[config.mk]
export PLATFORM = sky130hd
export DESIGN_NAME = mem_access_stage
export DESIGN_NICKNAME = d
export VERILOG_FILES = /design/src/rtl/mem_access_stage.sv
export SDC_FILE = /design/constraint.sdc
export NUM_CORES = 1
export LEC_CHECK = 0
export BUFFER_PORTS_ARGS = -buffer_cell sky130_fd_sc_hd__buf_2
export CORE_MARGIN = 2
export CORE_UTILIZATION = 41
export CTS_CLUSTER_DIAMETER = 60
export DETAILED_ROUTE_END_ITERATION = 16
export PLACE_DENSITY = 0.71
export SLEW_MARGIN = 0
export SYNTH_ARGS = -nofsm -noshare
export SYNTH_HDL_FRONTEND = slang
export SYNTH_SLANG_ARGS = --single-unit
export TNS_END_PERCENT = 1
[constraint.sdc]
create_clock -name clk -period 2.1 [get_ports clk]
set_input_delay 0.21 -clock clk [delete_from_list [all_inputs] [get_ports clk]]
set_output_delay 0.21 -clock clk [all_outputs]
set_load 0.01 [all_outputs]
[src/rtl/mem_access_stage.sv]
// -----------------------------------------------------------------------------
// mem_access_stage
//
// MEM stage of the RV32I five-stage pipeline.
//
// This stage takes the EX/MEM pipeline register and drives a ready-handshaked
// data-memory port. It performs the following work:
//   - Checks funct3 legality and address alignment for each access.
//   - Builds byte enables and lane-replicated store data.
//   - Formats load data with sign or zero extension.
//   - Stalls upstream while memory is busy, with an optional timeout.
//   - Registers the MEM/WB pipeline register that feeds writeback.
//
// Parameters
//   TIMEOUT_CYCLES  Maximum number of cycles an access may wait for
//                   dmem_ready, counted from the first request cycle.
//                   A value of 0 disables the timeout.
//
// Ports
//   clk, rst_n           Clock (rising edge) and synchronous active-low reset.
//   ex_*                 EX/MEM fields: valid, ALU result/address, store data,
//                        read/write, funct3, rd, reg_write, mem_to_reg.
//   dmem_req/we/addr/
//   wdata/be             Combinational data-memory request.
//   dmem_ready/rdata     Memory completion and read word.
//   mem_stall            Freezes PC/IF/ID/EX and EX/MEM while memory is busy.
//   wb_*                 Registered MEM/WB fields. These are valid, ALU result,
//                        formatted load data, mem_to_reg, rd, reg_write, and
//                        the fault flag with its cause.
// -----------------------------------------------------------------------------
module mem_access_stage #(
   parameter int unsigned TIMEOUT_CYCLES = 32'd16
) (
   input  logic        clk,
   input  logic        rst_n,
   input  logic        ex_valid,
   input  logic [31:0] ex_alu_result,
   input  logic [31:0] ex_store_data,
   input  logic        ex_mem_read,
   input  logic        ex_mem_write,
   input  logic [2:0]  ex_funct3,
   input  logic [4:0]  ex_rd,
   input  logic        ex_reg_write,
   input  logic        ex_mem_to_reg,
   output logic        dmem_req,
   output logic        dmem_we,
   output logic [31:0] dmem_addr,
   output logic [31:0] dmem_wdata,
   output logic [3:0]  dmem_be,
   input  logic        dmem_ready,
   input  logic [31:0] dmem_rdata,
   output logic        mem_stall,
   output logic        wb_valid,
   output logic [31:0] wb_alu_result,
   output logic [31:0] wb_mem_data,
   output logic        wb_mem_to_reg,
   output logic [4:0]  wb_rd,
   output logic        wb_reg_write,
   output logic        wb_fault,
   output logic [1:0]  wb_fault_cause
);

   // funct3 encodings shared by loads and stores
   localparam logic [2:0] F3_B  = 3'b000;
   localparam logic [2:0] F3_H  = 3'b001;
   localparam logic [2:0] F3_W  = 3'b010;
   localparam logic [2:0] F3_BU = 3'b100;
   localparam logic [2:0] F3_HU = 3'b101;

   localparam logic [1:0] CAUSE_NONE     = 2'b00;
   localparam logic [1:0] CAUSE_MISALIGN = 2'b01;
   localparam logic [1:0] CAUSE_ILLEGAL  = 2'b10;
   localparam logic [1:0] CAUSE_TIMEOUT  = 2'b11;

   // The counter value that marks the last permitted wait cycle.
   // TO_LAST wraps when the timeout is disabled, so TO_EN guards every use.
   localparam logic        TO_EN   = (TIMEOUT_CYCLES != 32'd0);
   localparam logic [31:0] TO_LAST = TIMEOUT_CYCLES - 32'd1;

   typedef enum logic [0:0] {
      ST_IDLE = 1'b0,
      ST_WAIT = 1'b1
   } state_t;

   state_t      r_state;
   logic [31:0] r_count;

   logic        w_acc;
   logic        w_is_store;
   logic        w_illegal;
   logic        w_misaligned;
   logic        w_req;
   logic        w_timeout_hit;
   logic        w_stall;
   logic        w_load_done;
   logic        w_fault;
   logic [1:0]  w_cause;

   // ---------------------------------------------------------------------
   // Helper functions
   // ---------------------------------------------------------------------

   // Returns 1 when funct3 names a supported access of the given direction.
   function automatic logic f3_legal(input logic is_store, input logic [2:0] f3);
      logic ok;
      if (is_store) begin
         case (f3)
            F3_B, F3_H, F3_W: ok = 1'b1;
            default:          ok = 1'b0;
         endcase
      end else begin
         case (f3)
            F3_B, F3_H, F3_W, F3_BU, F3_HU: ok = 1'b1;
            default:                        ok = 1'b0;
         endcase
      end
      return ok;
   endfunction

   // Halfwords need an even address and words need a word-aligned address.
   // funct3[1:0] encodes the access size for both signed and unsigned loads.
   function automatic logic is_misaligned(input logic [2:0] f3, input logic [1:0] off);
      logic mis;
      case (f3[1:0])
         2'b01:   mis = off[0];
         2'b10:   mis = (off != 2'b00);
         default: mis = 1'b0;
      endcase
      return mis;
   endfunction

   // Replicate store data across every lane it may land in. The memory then
   // only needs the byte enables and never has to shift the data.
   function automatic logic [31:0] store_wdata(input logic [2:0] f3, input logic [31:0] d);
      logic [31:0] w;
      case (f3)
         F3_B:    w = {4{d[7:0]}};
         F3_H:    w = {2{d[15:0]}};
         default: w = d;
      endcase
      return w;
   endfunction

   // Byte enables for a store of the given size at the given byte offset.
   function automatic logic [3:0] store_be(input logic [2:0] f3, input logic [1:0] off);
      logic [3:0] be;
      case (f3)
         F3_B:    be = 4'b0001 << off;
         F3_H:    be = 4'b0011 << off;
         F3_W:    be = 4'b1111;
         default: be = 4'b0000;
      endcase
      return be;
   endfunction

   // Extract and extend the addressed byte or halfword of the read word.
   function automatic logic [31:0] load_format(input logic [2:0]  f3,
                                               input logic [1:0]  off,
                                               input logic [31:0] rd_word);
      logic [7:0]  b;
      logic [15:0] h;
      logic [31:0] r;
      case (off)
         2'b00:   b = rd_word[7:0];
         2'b01:   b = rd_word[15:8];
         2'b10:   b = rd_word[23:16];
         2'b11:   b = rd_word[31:24];
         default: b = 8'h00;
      endcase
      if (off[1]) begin
         h = rd_word[31:16];
      end else begin
         h = rd_word[15:0];
      end
      case (f3)
         F3_B:    r = {{24{b[7]}}, b};
         F3_H:    r = {{16{h[15]}}, h};
         F3_W:    r = rd_word;
         F3_BU:   r = {24'h000000, b};
         F3_HU:   r = {16'h0000, h};
         default: r = 32'h0000_0000;
      endcase
      return r;
   endfunction

   // ---------------------------------------------------------------------
   // Access decode, request and stall generation
   // ---------------------------------------------------------------------

   // Classify the EX/MEM access and derive request, stall, and fault signals.
   always_comb begin
      w_acc        = ex_valid & (ex_mem_read | ex_mem_write);
      // A simultaneous read+write request is handled as a store.
      w_is_store   = ex_mem_write;
      w_illegal    = w_acc & ~f3_legal(w_is_store, ex_funct3);
      // Illegal has priority, so misalignment is only reported on legal funct3.
      w_misaligned = w_acc & ~w_illegal & is_misaligned(ex_funct3, ex_alu_result[1:0]);
      // Reset masks the request so an abandoned access never reaches memory.
      w_req        = rst_n & w_acc & ~w_illegal & ~w_misaligned;
      // The counter is 0 in the first request cycle and increments while
      // waiting. Cycle TIMEOUT_CYCLES-1 is therefore the last one allowed.
      w_timeout_hit = w_req & TO_EN & (r_count == TO_LAST) & ~dmem_ready;
      w_stall       = w_req & ~dmem_ready & ~w_timeout_hit;
      w_load_done   = w_req & ~w_is_store & dmem_ready;
      w_fault       = w_illegal | w_misaligned | w_timeout_hit;
      if (w_illegal) begin
         w_cause = CAUSE_ILLEGAL;
      end else if (w_misaligned) begin
         w_cause = CAUSE_MISALIGN;
      end else if (w_timeout_hit) begin
         w_cause = CAUSE_TIMEOUT;
      end else begin
         w_cause = CAUSE_NONE;
      end
   end

   assign dmem_req   = w_req;
   assign dmem_we    = w_req & w_is_store;
   assign dmem_addr  = {ex_alu_result[31:2], 2'b00};
   assign dmem_wdata = store_wdata(ex_funct3, ex_store_data);
   assign dmem_be    = (w_req & w_is_store) ? store_be(ex_funct3, ex_alu_result[1:0])
                                            : 4'b0000;
   assign mem_stall  = w_stall;

   // ---------------------------------------------------------------------
   // Wait-state FSM and latency counter
   // ---------------------------------------------------------------------

   // Track memory wait cycles so the timeout can release a hung access.
   always_ff @(posedge clk) begin
      if (!rst_n) begin
         r_state <= ST_IDLE;
         r_count <= 32'd0;
      end else begin
         case (r_state)
            ST_IDLE: begin
               if (w_stall) begin
                  r_state <= ST_WAIT;
                  r_count <= 32'd1;
               end else begin
                  r_state <= ST_IDLE;
                  r_count <= 32'd0;
               end
            end
            ST_WAIT: begin
               // Leaving on ~stall covers ready, timeout, or a dropped request.
               if (!w_stall) begin
                  r_state <= ST_IDLE;
                  r_count <= 32'd0;
               end else begin
                  r_state <= ST_WAIT;
                  r_count <= r_count + 32'd1;
               end
            end
            default: begin
               r_state <= ST_IDLE;
               r_count <= 32'd0;
            end
         endcase
      end
   end

   // ---------------------------------------------------------------------
   // MEM/WB pipeline register
   // ---------------------------------------------------------------------

   // Capture the retiring instruction, or insert a bubble while stalled.
   always_ff @(posedge clk) begin
      if (!rst_n) begin
         wb_valid       <= 1'b0;
         wb_alu_result  <= 32'h0000_0000;
         wb_mem_data    <= 32'h0000_0000;
         wb_mem_to_reg  <= 1'b0;
         wb_rd          <= 5'd0;
         wb_reg_write   <= 1'b0;
         wb_fault       <= 1'b0;
         wb_fault_cause <= 2'b00;
      end else if (w_stall) begin
         // The data fields hold their values and only the control bits
         // are cleared.
         wb_valid       <= 1'b0;
         wb_reg_write   <= 1'b0;
         wb_fault       <= 1'b0;
      end else begin
         wb_valid       <= ex_valid;
         wb_alu_result  <= ex_alu_result;
         wb_mem_to_reg  <= ex_mem_to_reg;
         wb_rd          <= ex_rd;
         wb_reg_write   <= ex_valid & ex_reg_write & ~w_fault;
         wb_fault       <= w_fault;
         wb_fault_cause <= w_cause;
         wb_mem_data    <= w_load_done ? load_format(ex_funct3, ex_alu_result[1:0], dmem_rdata)
                                       : 32'h0000_0000;
      end
   end

endmodule

==> results by group <==
Outcome
  • Status: complete, but fails checks
  • Failing checks: setup timing

Floorplanning
  • Top-Level Pins: approximately 260
  • Initial Util: 0.424
  • Floorplan die width: 119 um
  • Standard-cell rows: 41
  • Full die area: between 10,000 and 15,000 um^2
  • Die Height: ~120 um
  • Core Area: between 10,000 and 15,000 um^2

Layout
  • Nets: 982
  • Antenna diodes: 0
  • Growth of design area from synthesis to finish: 32.2%
  • Fillcell total: between 1,000 and 1,500
  • Largest registers in the final layout: r_count: 32 flops, wb_alu_result: 32 flops, wb_mem_data: 32 flops
  • Post-layout instance area: a little over 7000 um^2
  • Most common cell after layout, fill and taps aside: buf_2
  • Most frequent cells in the layout: 255 x buf_2, 101 x dfxtp_1, 65 x nand2_1, 52 x nand3_1, 42 x nor2_1
  • Count of placed standard cells in the final layout, fillers left out: about 1,000
  • Final standard cell utilization of the core: 0.561
  • Proportion of layout cells with a drive suffix above 1: 0.408

Power
  • Cell internal pwr: 3.20 mW
  • Share of total power in the clock network: 0.356
  • Power per unit of standard cell area: between 600 and 700 nW/um^2
  • Sequential fraction of design power: 0.488
  • Switching portion of total power: 0.262
  • Proportion of power drawn by combinational gates: 0.156
  • Maximum resistive drop on vdd: 0.000636 V
  • Pleak: ~3.2 nW
  • Net switching power: ~1.1 mW

Placed design
  • Standard cell area after detailed placement: between 6000 and 7000 um^2
  • Port bufs: 255
  • Placer congestion estimate: around 0.83
  • Instance count after placement with tap cells included: 1,017
  • HPWL after detailed placement: 11,500 um

Timing
  • Least-Margin Pin Slew: just under 600 ps
  • Post-route setup TNS: -5.75 ps
  • Slew Viols, Final: 0
  • Count of final setup violators: 1
  • Relative slew slack: 0.610
  • Setup skew after layout: 11.8 ps
  • Fin crit period: 2110 ps
  • Worst Setup Slack, final: -5.75 ps
  • Unrepaired setup endpoints after global routing: yes
  • Hold violation total from the final report: 0
  • Achievable Freq: about 470 MHz
  • Final critical-path share of the clock period: 1.00

Clocking
  • Maximum buffer depth of the clock tree: 2
  • CTS H-Tree Depth: 3
  • Number of buffers created by CTS: 9
  • Number of sinks handled by clock tree synthesis: 108
  • Insertion delay of the later-clocked pin in the worst-skew pair: approximately 350 ps
  • Total of hold buffers inserted after clock tree synthesis: 0
  • Root Driver: clkbuf_16
  • CTS tree: done
  • Clock-pin transition on the worst setup and hold timing paths: about 70 ps

Setup path
  • R2r setup slk: between 100 and 150 ps
  • Logic depth of the worst register-to-register path: 9
  • Largest fanout on the critical path: 5
  • Data required time of the critical path: 1890 ps
  • Startpoint Class: flip-flop
  • Data arrival time of the critical path: between 1500 and 2000 ps
  • Worst Setup Path Type: flip-flop to output pin
  • Kind of capture point of the worst setup path: output pin

GRT
  • Number of antenna violations at the first check in global routing: 0
  • Total global routing overflow: 0
  • Global-route wire length before repair: around 25,000 um
  • Maximum number of pins on one net before global-route repair: 40
  • Gr usage total: 0.215
  • Via count of the first global-routing pass: around 5,000

Job
  • Max-cap violation count: 0

Detailed routing
  • Wire length reported by the detailed router: about 16,000 um
  • Per-cell via count in the routed design: between 5 and 6
  • Routed wire length per instance: 15.3 um
  • Number of detailed-routing iterations run before antenna repair: 5
  • Final antenna-violating net count: 0
  • Number of vias in the routed layout: ~5,400
  • Number of remaining DRC errors: 0
  • Initial detailed-routing violation count: between 300 and 400

Hold path
  • Count of cells along the worst hold path: 3
  • Path class of the lowest-slack min-delay path: primary input to flip-flop

Yosys
  • Avg Inst Size Synth: 8.44 um^2
  • Portion of the post-synthesis area used by sequential elements: 0.400
  • EDFF count, synth: 0
  • Number of synthesized register bits: approximately 110
  • Number of warnings printed during yosys synthesis: 0
  • Combined area of all synthesized cells: ~5400 um^2
  • Post-synthesis cell type count: 47
  • Flip-flop cell with the highest count after synthesis: dfxtp_1
  • Gate Count Post-Synth: 640
  • Share of flip-flops with an asynchronous set or reset: 0
==> through the flow <==
stage / hold WS, ps / setup WS, ps / total power, mW
CTS: 85.8 / 10.6 / 4.39
global placement: 440 / 105 / 2.84
finish: 96.1 / -5.75 / 4.34
detailed placement: 441 / 25.4 / 2.84
global route: 103 / -66.6 / 4.52
floorplan: 304 / 200 / 2.55
==> synth_stat cells, types with 7 or more instances <==
master     count  area share
buf_6          7       0.015
a22oi_1        8       0.011
o21ai_0       31       0.029
a22o_1         8       0.013
buf_2         11       0.010
o21ai_1       27       0.025
xor2_1        18       0.029
xnor2_1       12       0.019
a21oi_1       35       0.032
inv_1          7      0.0049
clkbuf_1      28       0.019
nand4_1       10       0.012
mux2_2        17       0.035
and3_1        10       0.012
buf_4         40       0.056
nor4_1         8      0.0093
nand3_1       52       0.048
nand2_1       65       0.045
a221oi_1       8       0.013
nor2_1        43       0.030
dfxtp_1      108        0.40
o2bb2ai_1     32       0.052
a31oi_1        7      0.0081
==> per-layer routing <==
layer / GRT usage / up-vias / part of all wire
li1: - / 2683 / -
met1: 0.294 / 2538 / 0.44
met5: 0 / - / 0
met2: 0.339 / 188 / 0.48
met3: 0.0492 / 23 / 0.062
met4: 0.0647 / 0 / 0.017
==> area by class of cell <==
| cell class | count | area [um^2] | share of cell area |
|---|---|---|---|
| Multi-Input combinational cell | 438 | 2750 | 0.386 |
| Sequential cell | 108 | 2180 | 0.305 |
| Timing Repair Buffer | 302 | 1700 | 0.239 |
| Clock buffer | 11 | 233 | 0.0326 |
| Tap cell | 172 | 215 | 0.0302 |
| Clock inverter | 4 | 26.3 | 0.00368 |
| Inverter | 7 | 26.3 | 0.00368 |
==> worst paths after layout <==
check / from / end
min: ex_alu_result[19] / wb_alu_result[19]
max: r_count[11] / mem_stall
min reg2reg: wb_alu_result[16] / wb_alu_result[16]
max reg2reg: r_count[28] / wb_fault
==> critical path, cell delays in order (launching register included) <==
cell,delay [ps]
dfxtp_1,340
nor4_1,310
nand4_1,180
or2_1,300
and2_4,170
buf_12,130
buf_2,140
==> cell families (layout without fill, tap and decap cells) <==
| kind of cell | count (synthesis) | after routing | share of synthesized area |
|---|---|---|---|
| flip-flops | 108 | 108 | 0.400 |
| other | 1 | 2 | 0.000695 |
| XOR/XNOR | 30 | 30 | 0.0487 |
| AO/OA/AOI/OAI | 165 | 165 | 0.201 |
| multiplexers | 18 | 18 | 0.0396 |
| adder cells (fa/ha/maj) | 4 | 4 | 0.00927 |
| AND/OR/NAND/NOR | 219 | 219 | 0.194 |
| buffers and inverters | 95 | 324 | 0.106 |
==> timing repair <==
item	in CTS	in global routing
pin swaps	5	6
gates resized for setup	13	10
buffers inserted	9	2
endpoints found under the setup margin	1	4
==> power groups by stage <==
stage / clock (mW) / combinational, mW / sequential [mW]
final: 1.54 / 0.677 / 2.12
after global routing: 1.66 / 0.738 / 2.13
after CTS: 1.59 / 0.677 / 2.12
after detailed placement: 0 / 0.674 / 2.17
after global placement: 0 / 0.671 / 2.17
after floorplan: 0 / 0.354 / 2.20
Power figures use the tool's default switching activity.
